### src/rtl/alu_pkg.sv
// Shared function codes and FSM state type for the multi-cycle ALU.
package alu_pkg;

   localparam logic [3:0] FN_ADD  = 4'b0000;
   localparam logic [3:0] FN_SUB  = 4'b0001;
   localparam logic [3:0] FN_AND  = 4'b0010;
   localparam logic [3:0] FN_OR   = 4'b0011;
   localparam logic [3:0] FN_XOR  = 4'b0100;
   localparam logic [3:0] FN_SHL1 = 4'b0101;
   localparam logic [3:0] FN_SHR1 = 4'b0110;
   localparam logic [3:0] FN_NOT  = 4'b0111;
   localparam logic [3:0] FN_PASS = 4'b1000;
   localparam logic [3:0] FN_MUL  = 4'b1001;
   localparam logic [3:0] FN_SHLN = 4'b1010;
   localparam logic [3:0] FN_SHRN = 4'b1011;
   localparam logic [3:0] FN_SARN = 4'b1100;

   typedef enum logic [2:0] {IDLE, EXEC, MUL, SHIFT, DONE} state_e;

   function automatic logic is_shift(input logic [3:0] func);
      return (func == FN_SHLN) || (func == FN_SHRN) || (func == FN_SARN);
   endfunction

endpackage

### src/rtl/alu_comb_core.sv
// Combinational single-cycle ALU functions with C/Z/V/S flags.
module alu_comb_core
   import alu_pkg::*;
#(
   parameter int unsigned WIDTH = 16
) (
   input  logic [3:0]       func,
   input  logic [WIDTH-1:0] a,
   input  logic [WIDTH-1:0] b,
   input  logic             cin,
   output logic [WIDTH-1:0] res,
   output logic             c,
   output logic             z,
   output logic             v,
   output logic             s
);

   logic [WIDTH:0] sum;
   logic           known;

   always_comb begin
      res   = '0;
      c     = 1'b0;
      v     = 1'b0;
      known = 1'b1;
      sum   = '0;
      case (func)
         FN_ADD: begin
            sum = {1'b0, b} + {1'b0, a} + {{WIDTH{1'b0}}, cin};
            res = sum[WIDTH-1:0];
            c   = sum[WIDTH];
            v   = (a[WIDTH-1] == b[WIDTH-1]) && (res[WIDTH-1] != a[WIDTH-1]);
         end
         FN_SUB: begin
            // A negative WIDTH+1-bit difference sets the top bit: that is the borrow.
            sum = {1'b0, b} - {1'b0, a} - {{WIDTH{1'b0}}, cin};
            res = sum[WIDTH-1:0];
            c   = sum[WIDTH];
            v   = (a[WIDTH-1] != b[WIDTH-1]) && (res[WIDTH-1] != b[WIDTH-1]);
         end
         FN_AND:  res = a & b;
         FN_OR:   res = a | b;
         FN_XOR:  res = a ^ b;
         FN_SHL1: begin
            res = {b[WIDTH-2:0], 1'b0};
            c   = b[WIDTH-1];
         end
         FN_SHR1: begin
            res = {1'b0, b[WIDTH-1:1]};
            c   = b[0];
         end
         FN_NOT:  res = ~b;
         FN_PASS: res = b;
         default: known = 1'b0;
      endcase
      z = known && (res == '0);
      s = res[WIDTH-1];
   end

endmodule

### src/rtl/alu_mc.sv
// Multi-cycle handshaked ALU: single-cycle ops via alu_comb_core, iterative
// shift-add multiply and one-bit-per-cycle multi-bit shifts.
module alu_mc
   import alu_pkg::*;
#(
   parameter int unsigned WIDTH = 16,
   parameter int unsigned SHW   = $clog2(WIDTH)
) (
   input  logic             clk,
   input  logic             reset,
   input  logic             in_valid,
   output logic             in_ready,
   input  logic [3:0]       alu_func,
   input  logic [WIDTH-1:0] alu_a,
   input  logic [WIDTH-1:0] alu_b,
   input  logic             cin,
   output logic             out_valid,
   input  logic             out_ready,
   output logic [WIDTH-1:0] alu_out,
   output logic             c,
   output logic             z,
   output logic             v,
   output logic             s
);

   localparam logic [SHW:0] MUL_ITERS = WIDTH[SHW:0];

   state_e             state_q;
   logic [3:0]         func_q;
   logic [WIDTH-1:0]   a_q;
   logic [WIDTH-1:0]   b_q;
   logic               cin_q;
   logic [2*WIDTH-1:0] acc_q;
   logic [2*WIDTH-1:0] mcand_q;
   logic [SHW:0]       cnt_q;
   logic               sh_c_q;

   logic [WIDTH-1:0]   core_res;
   logic               core_c, core_z, core_v, core_s;
   logic [WIDTH-1:0]   fin_res;
   logic               fin_c, fin_z, fin_v, fin_s;
   logic [SHW-1:0]     n_in;

   assign n_in      = alu_a[SHW-1:0];
   assign in_ready  = (state_q == IDLE);
   assign out_valid = (state_q == DONE);

   alu_comb_core #(
      .WIDTH (WIDTH)
   ) u_core (
      .func (func_q),
      .a    (a_q),
      .b    (b_q),
      .cin  (cin_q),
      .res  (core_res),
      .c    (core_c),
      .z    (core_z),
      .v    (core_v),
      .s    (core_s)
   );

   // Result selection for the cycle that enters DONE; b_q doubles as the shift register.
   always_comb begin
      fin_res = core_res;
      fin_c   = core_c;
      fin_z   = core_z;
      fin_v   = core_v;
      fin_s   = core_s;
      if (state_q == MUL) begin
         fin_res = acc_q[WIDTH-1:0];
         fin_c   = |acc_q[2*WIDTH-1:WIDTH];
         fin_v   = fin_c;
         fin_z   = (fin_res == '0);
         fin_s   = fin_res[WIDTH-1];
      end else if (is_shift(func_q)) begin
         fin_res = b_q;
         fin_c   = sh_c_q;
         fin_v   = 1'b0;
         fin_z   = (fin_res == '0);
         fin_s   = fin_res[WIDTH-1];
      end
   end

   always_ff @(posedge clk) begin
      if (reset) begin
         state_q <= IDLE;
         func_q  <= '0;
         a_q     <= '0;
         b_q     <= '0;
         cin_q   <= 1'b0;
         acc_q   <= '0;
         mcand_q <= '0;
         cnt_q   <= '0;
         sh_c_q  <= 1'b0;
         alu_out <= '0;
         c       <= 1'b0;
         z       <= 1'b0;
         v       <= 1'b0;
         s       <= 1'b0;
      end else begin
         unique case (state_q)
            IDLE: begin
               if (in_valid) begin
                  func_q  <= alu_func;
                  a_q     <= alu_a;
                  b_q     <= alu_b;
                  cin_q   <= cin;
                  acc_q   <= '0;
                  mcand_q <= {{WIDTH{1'b0}}, alu_a};
                  sh_c_q  <= 1'b0;
                  cnt_q   <= is_shift(alu_func) ? {1'b0, n_in} : '0;
                  if (alu_func == FN_MUL)
                     state_q <= MUL;
                  else if (is_shift(alu_func) && (n_in != '0))
                     state_q <= SHIFT;
                  else
                     state_q <= EXEC;
               end
            end
            EXEC: begin
               state_q <= DONE;
               alu_out <= fin_res;
               c       <= fin_c;
               z       <= fin_z;
               v       <= fin_v;
               s       <= fin_s;
            end
            MUL: begin
               if (cnt_q == MUL_ITERS) begin
                  state_q <= DONE;
                  alu_out <= fin_res;
                  c       <= fin_c;
                  z       <= fin_z;
                  v       <= fin_v;
                  s       <= fin_s;
               end else begin
                  if (b_q[0]) acc_q <= acc_q + mcand_q;
                  mcand_q <= {mcand_q[2*WIDTH-2:0], 1'b0};
                  b_q     <= {1'b0, b_q[WIDTH-1:1]};
                  cnt_q   <= cnt_q + 1'b1;
               end
            end
            SHIFT: begin
               if (cnt_q == '0) begin
                  state_q <= DONE;
                  alu_out <= fin_res;
                  c       <= fin_c;
                  z       <= fin_z;
                  v       <= fin_v;
                  s       <= fin_s;
               end else begin
                  case (func_q)
                     FN_SHLN: {sh_c_q, b_q} <= {b_q, 1'b0};
                     FN_SHRN: {b_q, sh_c_q} <= {1'b0, b_q};
                     default: {b_q, sh_c_q} <= {b_q[WIDTH-1], b_q};
                  endcase
                  cnt_q <= cnt_q - 1'b1;
               end
            end
            DONE: begin
               if (out_ready) state_q <= IDLE;
            end
            default: state_q <= IDLE;
         endcase
      end
   end

endmodule

### config.mk
export PLATFORM = sky130hd
export DESIGN_NAME = alu_mc
export DESIGN_NICKNAME = d
export VERILOG_FILES = /design/src/rtl/alu_pkg.sv /design/src/rtl/alu_comb_core.sv /design/src/rtl/alu_mc.sv
export SDC_FILE = /design/constraint.sdc
export NUM_CORES = 1
export LEC_CHECK = 0
export CORE_MARGIN = 4
export CORE_UTILIZATION = 54
export CTS_CLUSTER_SIZE = 16
export DETAILED_ROUTE_END_ITERATION = 7
export HOLD_SLACK_MARGIN = 0.1
export PLACE_DENSITY = 0.74
export SLEW_MARGIN = 20
export SYNTH_ARGS = -nofsm -noshare
export SYNTH_HDL_FRONTEND = slang
export SYNTH_SLANG_ARGS = --single-unit
### constraint.sdc
create_clock -name clk -period 7.65 [get_ports clk]
set_input_delay 1.1475 -clock clk [delete_from_list [all_inputs] [get_ports clk]]
set_output_delay 1.1475 -clock clk [all_outputs]
set_load 0.005 [all_outputs]
# ---- Word level (Yosys, flattened, before mapping)
# Index checks and enable logic that the tools add are counted.
dict set report classes {
  addsub 7
  mul 0
  div_mod_pow 0
  order_cmp 0
  eq_ne 32
  n_shift 0
  n_mux 57
  bitwise 4
  reduce_logical 29
}
# op count
set ops {}
lappend ops {{two-way mux 32 bit} 5}
lappend ops {{case mux 16 bit (9 select lines)} 1}
lappend ops {{case mux 32 bit (2 select lines)} 2}
lappend ops {{two-way mux 16 bit} 7}
lappend ops {{case mux 16 bit (3 select lines)} 2}
lappend ops {{logical NOT 16 bit} 3}
lappend ops {{adder 32 bit} 1}
lappend ops {{== test 4 bit (second input constant)} 8}
lappend ops {{case mux 16 bit (2 select lines)} 1}
lappend ops {{two-way mux 1 bit} 20}
lappend ops {{adder 16 x 16 -> 17 bit} 1}
lappend ops {{adder 17 x 1 -> 17 bit} 1}
lappend ops {{subtractor 16 x 16 -> 17 bit} 1}
lappend ops {{subtractor 17 x 1 -> 17 bit} 1}
lappend ops {{bitwise AND 16 bit} 1}
lappend ops {{== test 4 x 3 -> 1 bit (second input constant)} 4}
lappend ops {{inverter 16 bit} 1}
lappend ops {{OR 16 bit} 1}
lappend ops {{OR reduction 16 bit} 1}
lappend ops {{bitwise XOR 16 bit} 1}
lappend ops {{two-way mux 5 bit} 3}
lappend ops {{case mux 3 bit (5 select lines)} 1}
lappend ops {{case mux 5 bit (3 select lines)} 1}
lappend ops {{two-way mux 3 bit} 4}
lappend ops {{31 further kinds} 57}
dict set report word_totals {
  ff_bits 130
  latchBits 0
  mem_bits_rw 0
  mem_bits_ro 0
  inputBits 41
  mem_count 0
}

# ---- Logic depth before layout (Yosys ltp)
dict set report logic_depth {
  depth_word 9
  ltp_mapped 15
  mapped_depth_nobuf 14
}

# ---- Hierarchy
# Synthesis repeated with hierarchy kept, for this count alone.
dict set report hier_totals {
  hier_cells 1504
  hier_area_um2 11189.5
}
# module n_inst cells_each area_per_inst_um2
set modules_own_cells {}
lappend modules_own_cells {alu_mc 1 983 7548.5}
lappend modules_own_cells {alu_comb_core 1 521 3641.0}

# ---- Worst setup path before layout
# OpenSTA, ideal clock, no wires.
dict set report synth_path {
  kind {reg2reg}
  start {register a_q[0]}
  end {register z}
  setup_ns 0.096
  t_arrival_ns 3.056
  t_required_ns 7.554
  slack_ns 4.499
  path_stages_with_launch 14
  path_buffers 0
  path_cell_list {dfxtp_1 > inv_1 > fa_1 > fa_1 > o211ai_2 > a21oi_1 > o31ai_2 > and2b_1 > xnor2_1 > a221oi_1 > o21ai_1 > nor4_2 > nand3_1 > o41ai_2}
}
dict set report synth_via {
  elab_chain_cells 9
  word_cells_on_any_way 15
}
# element line_no
set synth_rtl {}
lappend synth_rtl {{start, declared} alu_mc.sv:30} ;# logic [WIDTH-1:0] a_q;
lappend synth_rtl {{start signal, assigned} alu_mc.sv:105} ;# a_q <= alu_a;
lappend synth_rtl {{subtractor 16 x 16 -> 17 bit or adder 16 x 16 -> 17 bit (tied branches)} {alu_comb_core.sv:36, alu_comb_core.sv:29}}
lappend synth_rtl {{subtractor 17 x 1 -> 17 bit or adder 17 x 1 -> 17 bit (tied branches)} {alu_comb_core.sv:36, alu_comb_core.sv:29}}
lappend synth_rtl {{case mux 16 bit (9 select lines) (*)} alu_comb_core.sv:27} ;# case (func)
lappend synth_rtl {{logical NOT 16 bit (*)} alu_comb_core.sv:56} ;# z = known && (res == '0);
lappend synth_rtl {{logical AND 1 bit (*)} alu_comb_core.sv:56}
lappend synth_rtl {{two-way mux 1 bit (*)} alu_mc.sv:75} ;# end else if (is_shift(func_q)) begin
lappend synth_rtl {{two-way mux 1 bit (*)} alu_mc.sv:69} ;# if (state_q == MUL) begin
lappend synth_rtl {{two-way mux 1 bit (on tied branches)} {alu_mc.sv:144, alu_mc.sv:129}}
lappend synth_rtl {{case mux 1 bit (3 select lines) (*)} alu_mc.sv:101} ;# unique case (state_q)
lappend synth_rtl {{end signal, assigned} alu_mc.sv:124} ;# z <= fin_z;
lappend synth_rtl {{end signal, assigned} alu_mc.sv:133} ;# z <= fin_z;
lappend synth_rtl {{end signal, assigned} alu_mc.sv:148} ;# z <= fin_z;
lappend synth_rtl {{end, declared} alu_mc.sv:21} ;# output logic z,
# Every way passes the cells marked *; elsewhere a longest branch is shown, timed or not. The select of a mux whose other input is x is not followed.
# A chain may end at the register's enable or synchronous reset.

# ---- Final worst setup path
dict set report layout_path {
  start {register b_q[0]}
  end {register s}
}
dict set report layout_via {
  elab_chain_cells 7
  word_cells_on_any_way 10
}
# element line_no
set layout_rtl {}
lappend layout_rtl {{start, declared} alu_mc.sv:31} ;# logic [WIDTH-1:0] b_q;
lappend layout_rtl {{start signal, assigned} alu_mc.sv:106} ;# b_q <= alu_b;
lappend layout_rtl {{start signal, assigned} alu_mc.sv:139} ;# b_q <= {1'b0, b_q[WIDTH-1:1]};
lappend layout_rtl {{start signal, assigned} alu_mc.sv:153} ;# FN_SHLN: {sh_c_q, b_q} <= {b_q, 1'b0};
lappend layout_rtl {{subtractor 16 x 16 -> 17 bit or adder 16 x 16 -> 17 bit (tied branches)} {alu_comb_core.sv:36, alu_comb_core.sv:29}}
lappend layout_rtl {{subtractor 17 x 1 -> 17 bit or adder 17 x 1 -> 17 bit (tied branches)} {alu_comb_core.sv:36, alu_comb_core.sv:29}}
lappend layout_rtl {{case mux 16 bit (9 select lines) (*)} alu_comb_core.sv:27}
lappend layout_rtl {{two-way mux 1 bit (*)} alu_mc.sv:75}
lappend layout_rtl {{two-way mux 1 bit (*)} alu_mc.sv:69}
lappend layout_rtl {{two-way mux 1 bit (on tied branches)} {alu_mc.sv:144, alu_mc.sv:129}}
lappend layout_rtl {{case mux 1 bit (3 select lines) (*)} alu_mc.sv:101}
lappend layout_rtl {{end signal, assigned} alu_mc.sv:126} ;# s <= fin_s;
lappend layout_rtl {{end signal, assigned} alu_mc.sv:135} ;# s <= fin_s;
lappend layout_rtl {{end signal, assigned} alu_mc.sv:150} ;# s <= fin_s;
lappend layout_rtl {{end, declared} alu_mc.sv:23} ;# output logic s
# Marks and branches as above.

==> key figures <==
Route
  – Post-Route WL: 32,900 um
  – Avg WL per Cell: 19.4 um
  – Vias/cell: 6.34
  – Number of DRC markers in iteration 0: 1,197
  – DR pass1 iterations: 5
  – Via Count: 10,700
  – DRT antenna net count: 0
  – DRC viols: 0

Timing
  – Max Slew Vio Count: 0
  – Fmax: 261 MHz
  – Worst setup margin: 3.82 ns
  – Rel. slew slack: 31.9%
  – RSZ-0062 raised after global routing: false
  – Final Skew: 0.00950 ns
  – Hold Vio Cnt, Final: 0
  – Slew of the pin with the lowest slew margin: 1.02 ns
  – Fin crit period: 3.83 ns
  – Final setup TNS: 0 ns
  – Crit share post-route: 50.1%
  – Final setup fails: 0

Synth
  – Post-synth ARST share: 0%
  – Post-Syn Area: 10,400 um2
  – Register area share after synthesis: 24.7%
  – Synth area leader: dfxtp_1
  – Ranking of synthesized cells by area: dfxtp_1, ha_1, a21oi_1
  – Post-synth top cells: nand2_1, nor2_1, a21oi_1
  – Unique masters post-synth: 83
  – Synth Register Bits: 129
  – Post-synth top area share: 24.7%
  – Post-synth EDFFs: 0
  – Cell with the most instances after synthesis: nand2_1
  – Synth warn: 0
  – Syn_nets: 1,553
  – Mean Syn Cell Area: 7.41 um2
  – Synth Instances: 1,410
  – Prevailing post-synth register cell: dfxtp_1

Global routing
  – All-layer global routing usage: 29.8%
  – Initial antenna violation count: 0
  – Vias in the first global route: 9,923
  – Largest net degree at the start of global routing: 91
  – First-pass GRT wire length: 52,700 um
  – Grt total ovfl: 0

Worst hold path
  – Hold Path Origin: alu_out[10]
  – Min-Delay Endpoint: alu_out[10]
  – Worst hold stages: 2
  – Worst min path class: reg -> reg

Cells and area
  – Finished Cell Area: 11,700 um2
  – Layout Area Growth over Synthesis: 12.3%
  – Diodes inserted: 0
  – Final net count: 1,561
  – Layout cells sized above 1: 5.73%
  – Layout Utilization: 62.1%

Pwr
  – Leak: 4.69 nW
  – VDD IR max: 0.165 mV
  – PnR Total Power: 2.46 mW
  – Pwr/cell area: 210 nW/um2

Critical path
  – Worst Path Arrival: 4.09 ns
  – Crit. End Element: flip-flop
  – Worst path required time: 7.91 ns
  – RR Startpoint: b_q[0]
  – Kind of critical path: reg -> reg
  – Worst flop-to-flop path endpoint: s
  – Reg2reg setup slack: 3.82 ns
  – CP Launch Type: flip-flop
  – Crit-path max FO: 11
  – Reg2Reg Depth: 12
  – Crit path from: b_q[0]

Placed design
  – RePlAce Congestion: 0.974
  – DP Area: 11,100 um2
  – Final HPWL DP: 23,500 um
  – DP Worst Slack: 3.92 ns
  – Port bufs: 62

Floorplan
  – FP Rows: 50
  – Area of the die: 21,600 um2
  – Core ar.: 18,900 um2
  – Die width: 147 um
  – IO Count: 63
  – Chip Height: 147 um
  – Initial core utilization: 55.3%

Clock network
  – Post-cts gate resize count: 0
  – Clk Latency, worst-skew pair: 0.43 ns
  – CTS Buf Count: 17
  – TritonCTS Sinks: 129
  – Hold buffers post-CTS: 0
  – Post-CTS setup buffers: 0
  – Clock tree buffer depth: 2
  – Clock Pin Slew Worst Setup and Hold Paths: 0.06 ns
  – Clk root buf: clkbuf_16
  – TritonCTS clock tree: built
  – CTS H-tree depth: 4

Status
  – Outcome: finished clean

Job
  – Max-Cap Viols: 0
layout make-up:
| cell class | count | area (um2) |
|---|---|---|
| Inverter | 66 | 248 |
| Sequential cell | 129 | 2580 |
| Multi-Input combinational cell | 1124 | 7240 |
| Tap cell | 260 | 325 |
| Clock buffer | 18 | 429 |
| Fill cell | 1749 | 7160 |
| Timing Repair Buffer | 80 | 753 |
| Clock inverter | 14 | 155 |
routing by layer:
layer  GRT usage [%]  part of all wire (%)  vias up
met5               0                     0        -
li1                -                     -     5108
met2            44.7                    43      523
met3            6.08                   8.8       84
met1            42.4                    45     5002
met4            11.1                   3.3        0
critical path, cell delays in order (launching register included):
cell and delay (ns):
dfxtp_1 0.63, fa_1 0.54, ha_1 0.19, o21ai_0 0.18
nand2_1 0.14, o31ai_2 0.30, o21bai_1 0.20, o2111ai_1 0.31
a21oi_1 0.14, xor2_1 0.19, a211o_1 0.34, a2111oi_0 0.43
a211oi_1 0.09
sequential cells by signal (all words and copies together) (netlist names):
register,flops
acc_q,32
mcand_q,32
a_q,16
b_q,16
alu_out,15
cnt_q,5
func_q,4
state_q,3
c,1
cin_q,1
s,1
sh_c_q,1
v,1
z,1
logic make-up after synthesis:
group	Yosys count	share of synthesized area, %
adder cells (fa/ha/maj)	102	12.6
AO/OA/AOI/OAI	432	27.6
multiplexers	19	1.95
flip-flops	129	24.7
buffers and inverters	157	6.13
AND/OR/NAND/NOR	526	23.1
XOR/XNOR	45	3.77
placed cells by master (no fill, tap or decap), drive strengths merged, types with 8 or more instances in the layout:
cell type / instances
clkbuf: 18
buf: 19
nand2: 188
a221oi: 12
o21a: 8
nor3: 26
a211oi: 31
a22oi: 18
nand2b: 16
xnor2: 29
inv: 70
clkdlybuf4s50: 61
o211ai: 15
a31oi: 13
nand3: 42
nor2: 162
o221ai: 9
mux2i: 17
nor4: 21
ha: 96
xor2: 16
o21ai: 58
a311oi: 28
a21o: 27
nor2b: 19
nand4: 8
a21oi: 158
dfxtp: 129
how the worst max path moves through the flow:
stage	to
floorplan	z
global placement	s
detailed placement	s
CTS	s
global route	s
finish	s
per-stage QoR:
| step | hold WS, ns | cells |
|---|---|---|
| global placement | 0.439 | 1659 |
| global route | 0.500 | 1691 |
| floorplan | 0.448 | 1410 |
| detailed placement | 0.449 | 1659 |
| CTS | 0.456 | 1691 |
| finish | 0.457 | 1691 |
power by group:
| group | internal (mW) | leakage (nW) | switching (mW) |
|---|---|---|---|
| registers | 0.722 | 1.05 | 0.0771 |
| clock network | 0.484 | 0.282 | 0.336 |
| logic | 0.329 | 3.36 | 0.510 |
Note: power is estimated with default switching activity, not from simulation.
